==> src/rtl/asrm_ram_bridge.sv <==
// Bridges the ASRM fixed-timing RAM port onto a req/ack memory bus, with a one-entry read buffer.
// Optional ack-timeout watchdog enabled by defining ASRM_BRIDGE_TIMEOUT_EN.
module asrm_ram_bridge #(
  parameter int wordsize       = 16,
  parameter int timeout_cycles = 255
) (
  input  logic                clk,
  input  logic                reset,
  input  logic [wordsize-1:0] cpu_addr,
  input  logic [wordsize-1:0] cpu_wdata,
  input  logic                cpu_write_en,
  output logic [wordsize-1:0] cpu_rdata,
  output logic                cpu_wait,
  output logic                bus_req,
  output logic                bus_we,
  output logic [wordsize-1:0] bus_addr,
  output logic [wordsize-1:0] bus_wdata,
  input  logic [wordsize-1:0] bus_rdata,
  input  logic                bus_ack,
  output logic                bus_timeout
);

  typedef enum logic [1:0] {
    IDLE  = 2'd0,
    REQ   = 2'd1,
    WDONE = 2'd2
  } state_t;

  // Counter value seen in the last REQ cycle before the access is given up.
  localparam logic [7:0] TO_LAST = 8'(timeout_cycles - 1);

  state_t              state_q, state_d;
  logic                buf_valid_q, buf_valid_d;
  logic [wordsize-1:0] buf_addr_q, buf_addr_d;
  logic [wordsize-1:0] cpu_rdata_q, cpu_rdata_d;
  logic                bus_req_q, bus_req_d;
  logic                bus_we_q, bus_we_d;
  logic [wordsize-1:0] bus_addr_q, bus_addr_d;
  logic [wordsize-1:0] bus_wdata_q, bus_wdata_d;
  logic                need_write, need_read;

`ifdef ASRM_BRIDGE_TIMEOUT_EN
  logic [7:0] cnt_q, cnt_d;
  logic       timeout_q, timeout_d;
`else
  logic [7:0] unused_to_last;
  assign unused_to_last = TO_LAST;
`endif

  always_comb begin
    state_d     = state_q;
    buf_valid_d = buf_valid_q;
    buf_addr_d  = buf_addr_q;
    cpu_rdata_d = cpu_rdata_q;
    bus_req_d   = bus_req_q;
    bus_we_d    = bus_we_q;
    bus_addr_d  = bus_addr_q;
    bus_wdata_d = bus_wdata_q;
`ifdef ASRM_BRIDGE_TIMEOUT_EN
    cnt_d       = cnt_q;
    timeout_d   = timeout_q;
`endif
    need_write = cpu_write_en;
    need_read  = !cpu_write_en && (!buf_valid_q || (cpu_addr != buf_addr_q));

    case (state_q)
      IDLE: begin
        if (need_write || need_read) begin
          bus_addr_d  = cpu_addr;
          bus_wdata_d = cpu_wdata;
          bus_we_d    = cpu_write_en;
          bus_req_d   = 1'b1;
          state_d     = REQ;
`ifdef ASRM_BRIDGE_TIMEOUT_EN
          cnt_d       = 8'd0;
`endif
        end
      end
      REQ: begin
        if (bus_ack) begin
          bus_req_d = 1'b0;
          if (!bus_we_q) begin
            cpu_rdata_d = bus_rdata;
            buf_addr_d  = bus_addr_q;
            buf_valid_d = 1'b1;
            state_d     = IDLE;
          end else begin
            // Write-through keeps the buffered read value coherent.
            if (buf_valid_q && (bus_addr_q == buf_addr_q)) begin
              cpu_rdata_d = bus_wdata_q;
            end
            state_d = WDONE;
          end
        end
`ifdef ASRM_BRIDGE_TIMEOUT_EN
        else if (cnt_q == TO_LAST) begin
          bus_req_d = 1'b0;
          timeout_d = 1'b1;
          if (!bus_we_q) begin
            cpu_rdata_d = '0;
            buf_valid_d = 1'b0;
            state_d     = IDLE;
          end else begin
            state_d = WDONE;
          end
        end else begin
          cnt_d = cnt_q + 8'd1;
        end
`endif
      end
      WDONE: begin
        // A held write_en must not trigger a second bus write.
        if (!cpu_write_en) begin
          state_d = IDLE;
        end
      end
      default: state_d = IDLE;
    endcase
  end

  always_ff @(posedge clk) begin
    if (!reset) begin
      state_q     <= IDLE;
      buf_valid_q <= 1'b0;
      buf_addr_q  <= '0;
      cpu_rdata_q <= '0;
      bus_req_q   <= 1'b0;
      bus_we_q    <= 1'b0;
      bus_addr_q  <= '0;
      bus_wdata_q <= '0;
    end else begin
      state_q     <= state_d;
      buf_valid_q <= buf_valid_d;
      buf_addr_q  <= buf_addr_d;
      cpu_rdata_q <= cpu_rdata_d;
      bus_req_q   <= bus_req_d;
      bus_we_q    <= bus_we_d;
      bus_addr_q  <= bus_addr_d;
      bus_wdata_q <= bus_wdata_d;
    end
  end

`ifdef ASRM_BRIDGE_TIMEOUT_EN
  always_ff @(posedge clk) begin
    if (!reset) begin
      cnt_q     <= 8'd0;
      timeout_q <= 1'b0;
    end else begin
      cnt_q     <= cnt_d;
      timeout_q <= timeout_d;
    end
  end
  assign bus_timeout = timeout_q;
`else
  assign bus_timeout = 1'b0;
`endif

  // Stall is combinational so it appears in the same cycle the address changes.
  assign cpu_wait = reset && (((state_q == IDLE) && (need_write || need_read)) ||
                              (state_q == REQ));

  assign cpu_rdata = cpu_rdata_q;
  assign bus_req   = bus_req_q;
  assign bus_we    = bus_we_q;
  assign bus_addr  = bus_addr_q;
  assign bus_wdata = bus_wdata_q;

endmodule
==> config.mk <==
export PLATFORM = sky130hd
export DESIGN_NAME = asrm_ram_bridge
export DESIGN_NICKNAME = d
export VERILOG_FILES = /design/src/rtl/asrm_ram_bridge.sv
export SDC_FILE = /design/constraint.sdc
export NUM_CORES = 1
export LEC_CHECK = 0
export ABC_AREA = 1
export BUFFER_PORTS_ARGS = -buffer_cell sky130_fd_sc_hd__buf_2
export CAP_MARGIN = 20
export CORE_UTILIZATION = 35
export DETAILED_ROUTE_END_ITERATION = 7
export PLACE_DENSITY = 0.63
export SLEW_MARGIN = 20
export SYNTH_ARGS = -nofsm -noshare
export SYNTH_HDL_FRONTEND = slang
export SYNTH_SLANG_ARGS = --single-unit
==> constraint.sdc <==
create_clock -name clk -period 1.75 [get_ports clk]
set_input_delay 0.0875 -clock clk [delete_from_list [all_inputs] [get_ports clk]]
set_output_delay 0.0875 -clock clk [all_outputs]
set_load 0.05 [all_outputs]
==> impl_metrics.toml, run 1 <==
[worst_setup_path]
crit_required_ns = 1.66
worstReg2RegStart = "buf_addr_q[13]"
worst-endpoint-arrival_ns = 1.63
worst_r2r_endpoint = "cpu_rdata[13]"
critical_path.startpoint_type = "flip-flop"
r2r_setup_slack_ns = 0.15
timing.critical_path.fanout_max = 4
timing.critical_path.cells = "inv_2, nand2_2, nand2_1, nor2_1, nand2_1, nor2_4, nand3_4, nand2_4, a21oi_2, buf_6"
critical_path_capture_point_type = "primary output"
worstSetupPathType = "reg2out"
worst_path_largest_cell_delay_ns = 0.36
worst-r2r-cell-count = 11
critical-path-top-cell-by-count = "sky130_fd_sc_hd__nand2_1"
crit_slowest_cell = "sky130_fd_sc_hd__dfxtp_2"

[synthesis]
synthesis.nets = 624
synth.yosys.warnings = 0
netlist-cell-type-count = 27
ys_seq_area_share_pct = 38.57
synth_area_mm2 = 0.003581
ys_ff_latch = 69
syn_area_per_cell_um2 = 6.260
syn-instance-count = 572

[status]
run_status = "completed"

[timing]
time_the_final_worst_path_needs_with_i_o_delays_and_setup_ns = 1.716
finalCritPeriodShare_pct = 98.04
max_freq_mhz = 582.8
setup-tns-final_ns = 0
count_of_endpoints_failing_hold_in_the_final_timing_report = 0
skew_ns = 0.01059
unrepaired_setup_endpoints_after_global_routing = "yes"
finalWorstSetupSlack_ns = 0.03423
final_max_tran_viols = 0
setup_violations = 0

[power_and_ir_drop]
seq_power_share_pct = 40.5
power.net_switching_w = 0.001873
worst_ir_drop_vdd_mv = 0.3319
combPwrFrac_pct = 32.1
p_clk_share_pct = 27.5
total_leakage_power_nw = 2.404
switching_share_pct = 39.57
internal_power_w = 0.002860
power.density_mw_per_mm2 = 1063
totalPowerFinal_w = 0.004733

[global_routing]
first_global_vias = 3128
first_pass_grt_wire_length_um = 14800
globalRoute.totalOverflow = 0
groute.usage.overall_pct = 18.30
pin_count_of_the_biggest_net_entering_global_routing = 46
antenna_found_initial = 0

[die]
dieHeight_um = 103.2
die_outline_width_um = 103.2
ios = 104
placeable_core_region_mm2 = 0.009864
dieArea_mm2 = 0.01064
number_of_standard_cell_rows_in_the_floorplan = 36
initial_cell_density_of_the_core_pct = 36.30

[detailed_routing]
remaining_drc_errors = 0
routed_via_density = 4.533
first_iter_violations = 198
route.antenna.remaining_nets = 0
via_count = 3654
detail_route.wl_per_cell_um = 11.94
detailedRoute.firstPassIterationCount = 4
wirelength_um = 9620

[final_layout]
antenna_cells_inserted = 0
layout.filler_cells = 1056
nNetsFinal = 720
layout-area-overhead-vs-synth_pct = 24.35
post_layout_utilization_of_the_core_pct = 45.14
final_common_cell = "sky130_fd_sc_hd__nand2_1"
final_cell_mix = "sky130_fd_sc_hd__nand2_1, sky130_fd_sc_hd__buf_2, sky130_fd_sc_hd__nor2_1"
drive_gt1_share_pct = 24.67

[placement]
preCtsSetupSlack_ns = 0.1236
half_perimeter_wire_length_of_the_detailed_placement_result_um = 6850
port_buffers = 102
place.gp.congestion = 0.8740

[cts]
cts.path.max_buffers = 2
cts_hold_repair.buffers = 0
numCtsBuffers = 9
tritoncts = "yes"
total_number_of_h_tree_levels = 3
clk-insertion-delay-late_ns = 0.35
clock_sinks = 69
clock-root-buffer = "sky130_fd_sc_hd__clkbuf_8"
clk_pin_slew_worst_paths_ns = 0.07

[worst_hold_path]
timing.hold.worst_endpoint = "cpu_rdata[15]"
startpoint_of_the_lowest_slack_hold_path = "bus_rdata[15]"
number_of_cells_on_the_worst_hold_path = 5
classification_of_the_worst_slack_hold_path = "in2reg"

[run]
max-cap-violations = 0
==> cell type report <==
class                      instances  area [um^2]  area share, %
clock buffer                      14        182.7          4.102
clock inverter                     2        15.01         0.3372
inverter                          78        301.5          6.772
multi-input combinational        396         1763          39.59
sequential                        69         1389          31.19
tap                              133        166.4          3.737
timing repair buffer             114        635.6          14.27
==> metrics by stage <==
step                      hold slack [ns]  area (um^2)  cells
after floorplan                    0.2962         3581    572
after global placement             0.4036         4190    787
after detailed placement           0.4062         4190    787
after CTS                         0.03637         4403    803
after global routing              0.06957         4453    806
final                             0.05584         4453    806
==> routing by layer <==
metal  global-route usage, %  vias up  part of all wire (%)
met5                       0        -                     0
met1                   24.66     1618                    47
met4                   7.367        0                   2.0
li1                        -     1939                     -
met2                   27.95       81                    45
met3                   4.542       16                   5.6
==> power groups by stage <==
stage / sequential (W) / combinational [W] / clock, W
final: 0.00191 / 0.00152 / 0.00130
after detailed placement: 0.00194 / 0.00150 / 0
after CTS: 0.00191 / 0.00151 / 0.00131
after floorplan: 0.00238 / 0.000700 / 0
after global placement: 0.00194 / 0.00148 / 0
after global routing: 0.00194 / 0.00167 / 0.00138
==> critical path, delay by kind of cell (launching register included) <==
| kind | cells | cell delay (ns) |
|---|---|---|
| DFF | 1 | 0.36 |
| AOI/OAI and AO/OA | 1 | 0.06 |
| buffers and inverters | 2 | 0.20 |
| and+or+nand+nor | 7 | 0.67 |
==> cells in the mapped netlist (all sizes together) <==
| master | number | area share, % |
|---|---|---|
| clkbuf | 13 | 1.4 |
| dfxtp | 69 | 39 |
| clkinv | 1 | 0.10 |
| or2 | 1 | 0.17 |
| conb | 1 | 0.10 |
| nor3 | 1 | 0.14 |
| buf | 16 | 3.2 |
| o21ai | 27 | 3.8 |
| nor2 | 108 | 13 |
| inv | 77 | 8.1 |
| nand3 | 54 | 7.9 |
| xor2 | 2 | 0.49 |
| a21oi | 35 | 4.9 |
| xnor2 | 4 | 0.98 |
| nand4 | 2 | 0.35 |
| o211ai | 1 | 0.21 |
| nand2 | 160 | 17 |
==> worst max path at each step <==
stage                        start       endpoint  slack (ns)  depth (start not counted)
floorplan              bus_addr[0]  cpu_rdata[13]        0.04                         10
global placement            bus_we   cpu_rdata[1]        0.16                          5
detailed placement          bus_we  cpu_rdata[10]        0.12                          5
CTS                  buf_addr_q[3]       cpu_wait       0.002                         10
global route        buf_addr_q[13]       cpu_wait       -0.08                         10
finish              buf_addr_q[13]       cpu_wait        0.03                         10
==> flip-flops by register name (all words and copies together), names as in the netlist <==
name,cells
buf_addr_q,16
bus_addr,16
bus_wdata,16
cpu_rdata,16
state_q,2
buf_valid_q,1
bus_req,1
bus_we,1
==> logic make-up after synthesis <==
group	share of synthesized area (%)
other cells	0.1047
xor+xnor	1.467
simple gates	38.19
compound gates	8.875
buf+inv	12.79
flops	38.57
==> timing repair <==
| item | in CTS | in global routing |
|---|---|---|
| hold endpoints to repair | 0 | 0 |
| pin swaps | 1 | 7 |
| gates resized for setup | 7 | 11 |
| setup buffers | 0 | 3 |
| setup endpoints to repair | 1 | 11 |
Note: power is estimated with default switching activity, not from simulation.
==> run 2: changes to the inputs <==
- REMOVE_ABC_BUFFERS: not set -> 1
==> run 2 against run 1 <==
Sequential power about the same. Largest power group unchanged. Count of clock-buffer cells in the layout decreased by 3. Register-to-register slack about the same. Sequential cell count unchanged. Total power increased by 8.3%.
==> impl_metrics.toml, run 2 (synthesized netlist as in run 1, its figures left out) <==
[timing]
timing.max_slew.rel_slack_pct = 49.45
final_max_tran_viols = 0
worstMarginPinSlew_ns = 0.7572
count_of_endpoints_failing_hold_in_the_final_timing_report = 0
max_freq_mhz = 588.5
finalCritPeriodShare_pct = 97.10
unrepaired_setup_endpoints_after_global_routing = "yes"
time_the_final_worst_path_needs_with_i_o_delays_and_setup_ns = 1.699
setup_violations = 0
setup-tns-final_ns = 0
skew_ns = 0.01067
finalWorstSetupSlack_ns = 0.05071

[die]
initial_cell_density_of_the_core_pct = 36.30
die_outline_width_um = 103.2
dieHeight_um = 103.2
ios = 104
dieArea_mm2 = 0.01064
placeable_core_region_mm2 = 0.009864
number_of_standard_cell_rows_in_the_floorplan = 36

[final_layout]
layout.filler_cells = 1020
final_cell_count_without_fillers = 809
finish.instance_area_mm2 = 0.004543
antenna_cells_inserted = 0
multi_input_area_mm2 = 0.001784
final_cell_mix = "sky130_fd_sc_hd__nand2_1, sky130_fd_sc_hd__buf_2, sky130_fd_sc_hd__nor2_1"
ff_latch_area_mm2 = 0.001394
drive_gt1_share_pct = 26.33
layout-area-overhead-vs-synth_pct = 26.87
nNetsFinal = 723
final_common_cell = "sky130_fd_sc_hd__nand2_1"

[worst_setup_path]
timing.critical_path.cells = "inv_2, nand2_1, nand2_1, nor2_2, nand2_2, nor2_4, nand3_4, nand2_4, a21oi_4, buf_8"
critical_path.startpoint = "buf_addr_q[13]"
worstReg2RegStart = "buf_addr_q[5]"
critical-path-top-cell-by-count = "sky130_fd_sc_hd__nand2_1"
critical_path_capture_point_type = "primary output"
crit_slowest_cell = "sky130_fd_sc_hd__dfxtp_4"
worstSetupPathType = "reg2out"
worst-endpoint-arrival_ns = 1.61
worst_path_largest_cell_delay_ns = 0.36
crit_required_ns = 1.66
timing.critical_path.fanout_max = 4
critical_path.startpoint_type = "flip-flop"

[placement]
half_perimeter_wire_length_of_the_detailed_placement_result_um = 6797
post-place-cells = 789
preCtsSetupSlack_ns = 0.1624
placedInstanceArea_mm2 = 0.004193
place.gp.congestion = 0.8228
port_buffers = 102

[global_routing]
globalRoute.totalOverflow = 0
grt_util_met1_pct = 24.57
groute.usage.overall_pct = 19.07
pin_count_of_the_biggest_net_entering_global_routing = 46
top_usage_layer = "met2"
grt.met3_usage_pct = 4.407
first_pass_grt_wire_length_um = 15620
grt_use_met2_pct = 31.54
first_global_vias = 3259
antenna_found_initial = 0

[power_and_ir_drop]
total_leakage_power_nw = 2.450
totalPowerFinal_w = 0.005128
power.density_mw_per_mm2 = 1129
worst_ir_drop_vdd_mv = 0.3512

[cts]
clk_pin_slew_worst_paths_ns = 0.08
total_number_of_h_tree_levels = 3
cts_hold_repair.buffers = 0
clk-insertion-delay-late_ns = 0.35
tritoncts = "yes"
clock-root-buffer = "sky130_fd_sc_hd__clkbuf_8"
cts.path.max_buffers = 2
clock_sinks = 69
numCtsBuffers = 9

[detailed_routing]
via_count = 3674
remaining_drc_errors = 0
routed_via_density = 4.541
wirelength_um = 9874
first_iter_violations = 108
detailedRoute.firstPassIterationCount = 4
detail_route.wl_per_cell_um = 12.21
route.antenna.remaining_nets = 0

[worst_hold_path]
startpoint_of_the_lowest_slack_hold_path = "bus_rdata[7]"
classification_of_the_worst_slack_hold_path = "in2reg"

[run]
max-cap-violations = 0

[status]
run_status = "completed"
-- run 2: cell count changes in the layout (fill, tap and decap cells not counted), sizes merged --
| cell | change |
|---|---|
| clkinv | +2 |
| clkinvlp | -2 |
| bufinv | +3 |
| clkbuf | -3 |
| buf | +3 |
-- run 2: routing by layer --
metal	share of wire, %	up-vias
li1	-	1940
met1	45	1621
met2	48	100
met3	5.6	13
met4	1.5	0
met5	0	-
-- run 2: power by group --
group | internal (W) | total, W | switching (W) | leakage [nW]
clock | 0.00103 | 0.00167 | 0.000644 | 0.126
sequential | 0.00175 | 0.00191 | 0.000156 | 0.573
combinational | 0.000450 | 0.00155 | 0.00110 | 1.75
-- run 2: cell type report --
type                    count  share of cell area, %
well taps                 133                  3.663
clock buffers              11                  3.332
flip-flops and latches     69                  30.68
inverters                  78                  6.500
repair buffers            117                  14.21
clock inverters             5                  2.341
multi-input cells         396                  39.27
-- run 2: path summary, 6_finish.rpt --
check | to | slack (ns) | cells after the start
setup / recovery | cpu_wait | 0.05 | 10
hold / removal | cpu_rdata[7] | 0.04 | 5
setup reg to reg | cpu_rdata[15] | 0.16 | 11
hold reg to reg | bus_req | 0.48 | 2
-- run 2: per-stage QoR --
| step | hold slack, ns | utilization, % |
|---|---|---|
| floorplan | 0.2083 | - |
| global placement | 0.4009 | 42.50 |
| detailed placement | 0.4063 | 42.50 |
| CTS | 0.02749 | 45.36 |
| global route | 0.05896 | 46.06 |
| finish | 0.03846 | 46.06 |
-- run 2: worst max-delay path, delay by kind of cell, from the launching register on --
kind                   cells  cell delay [ns]
flip-flops                 1             0.36
buffers and inverters      2             0.19
AO/OA/AOI/OAI              1             0.07
AND/OR/NAND/NOR            7             0.62
-- run 2: what timing repair did --
action	4_1_cts	5_1_grt
resized for setup	9	18
setup buffers	0	4
setup endpoints to repair	1	1
pin swaps	0	11
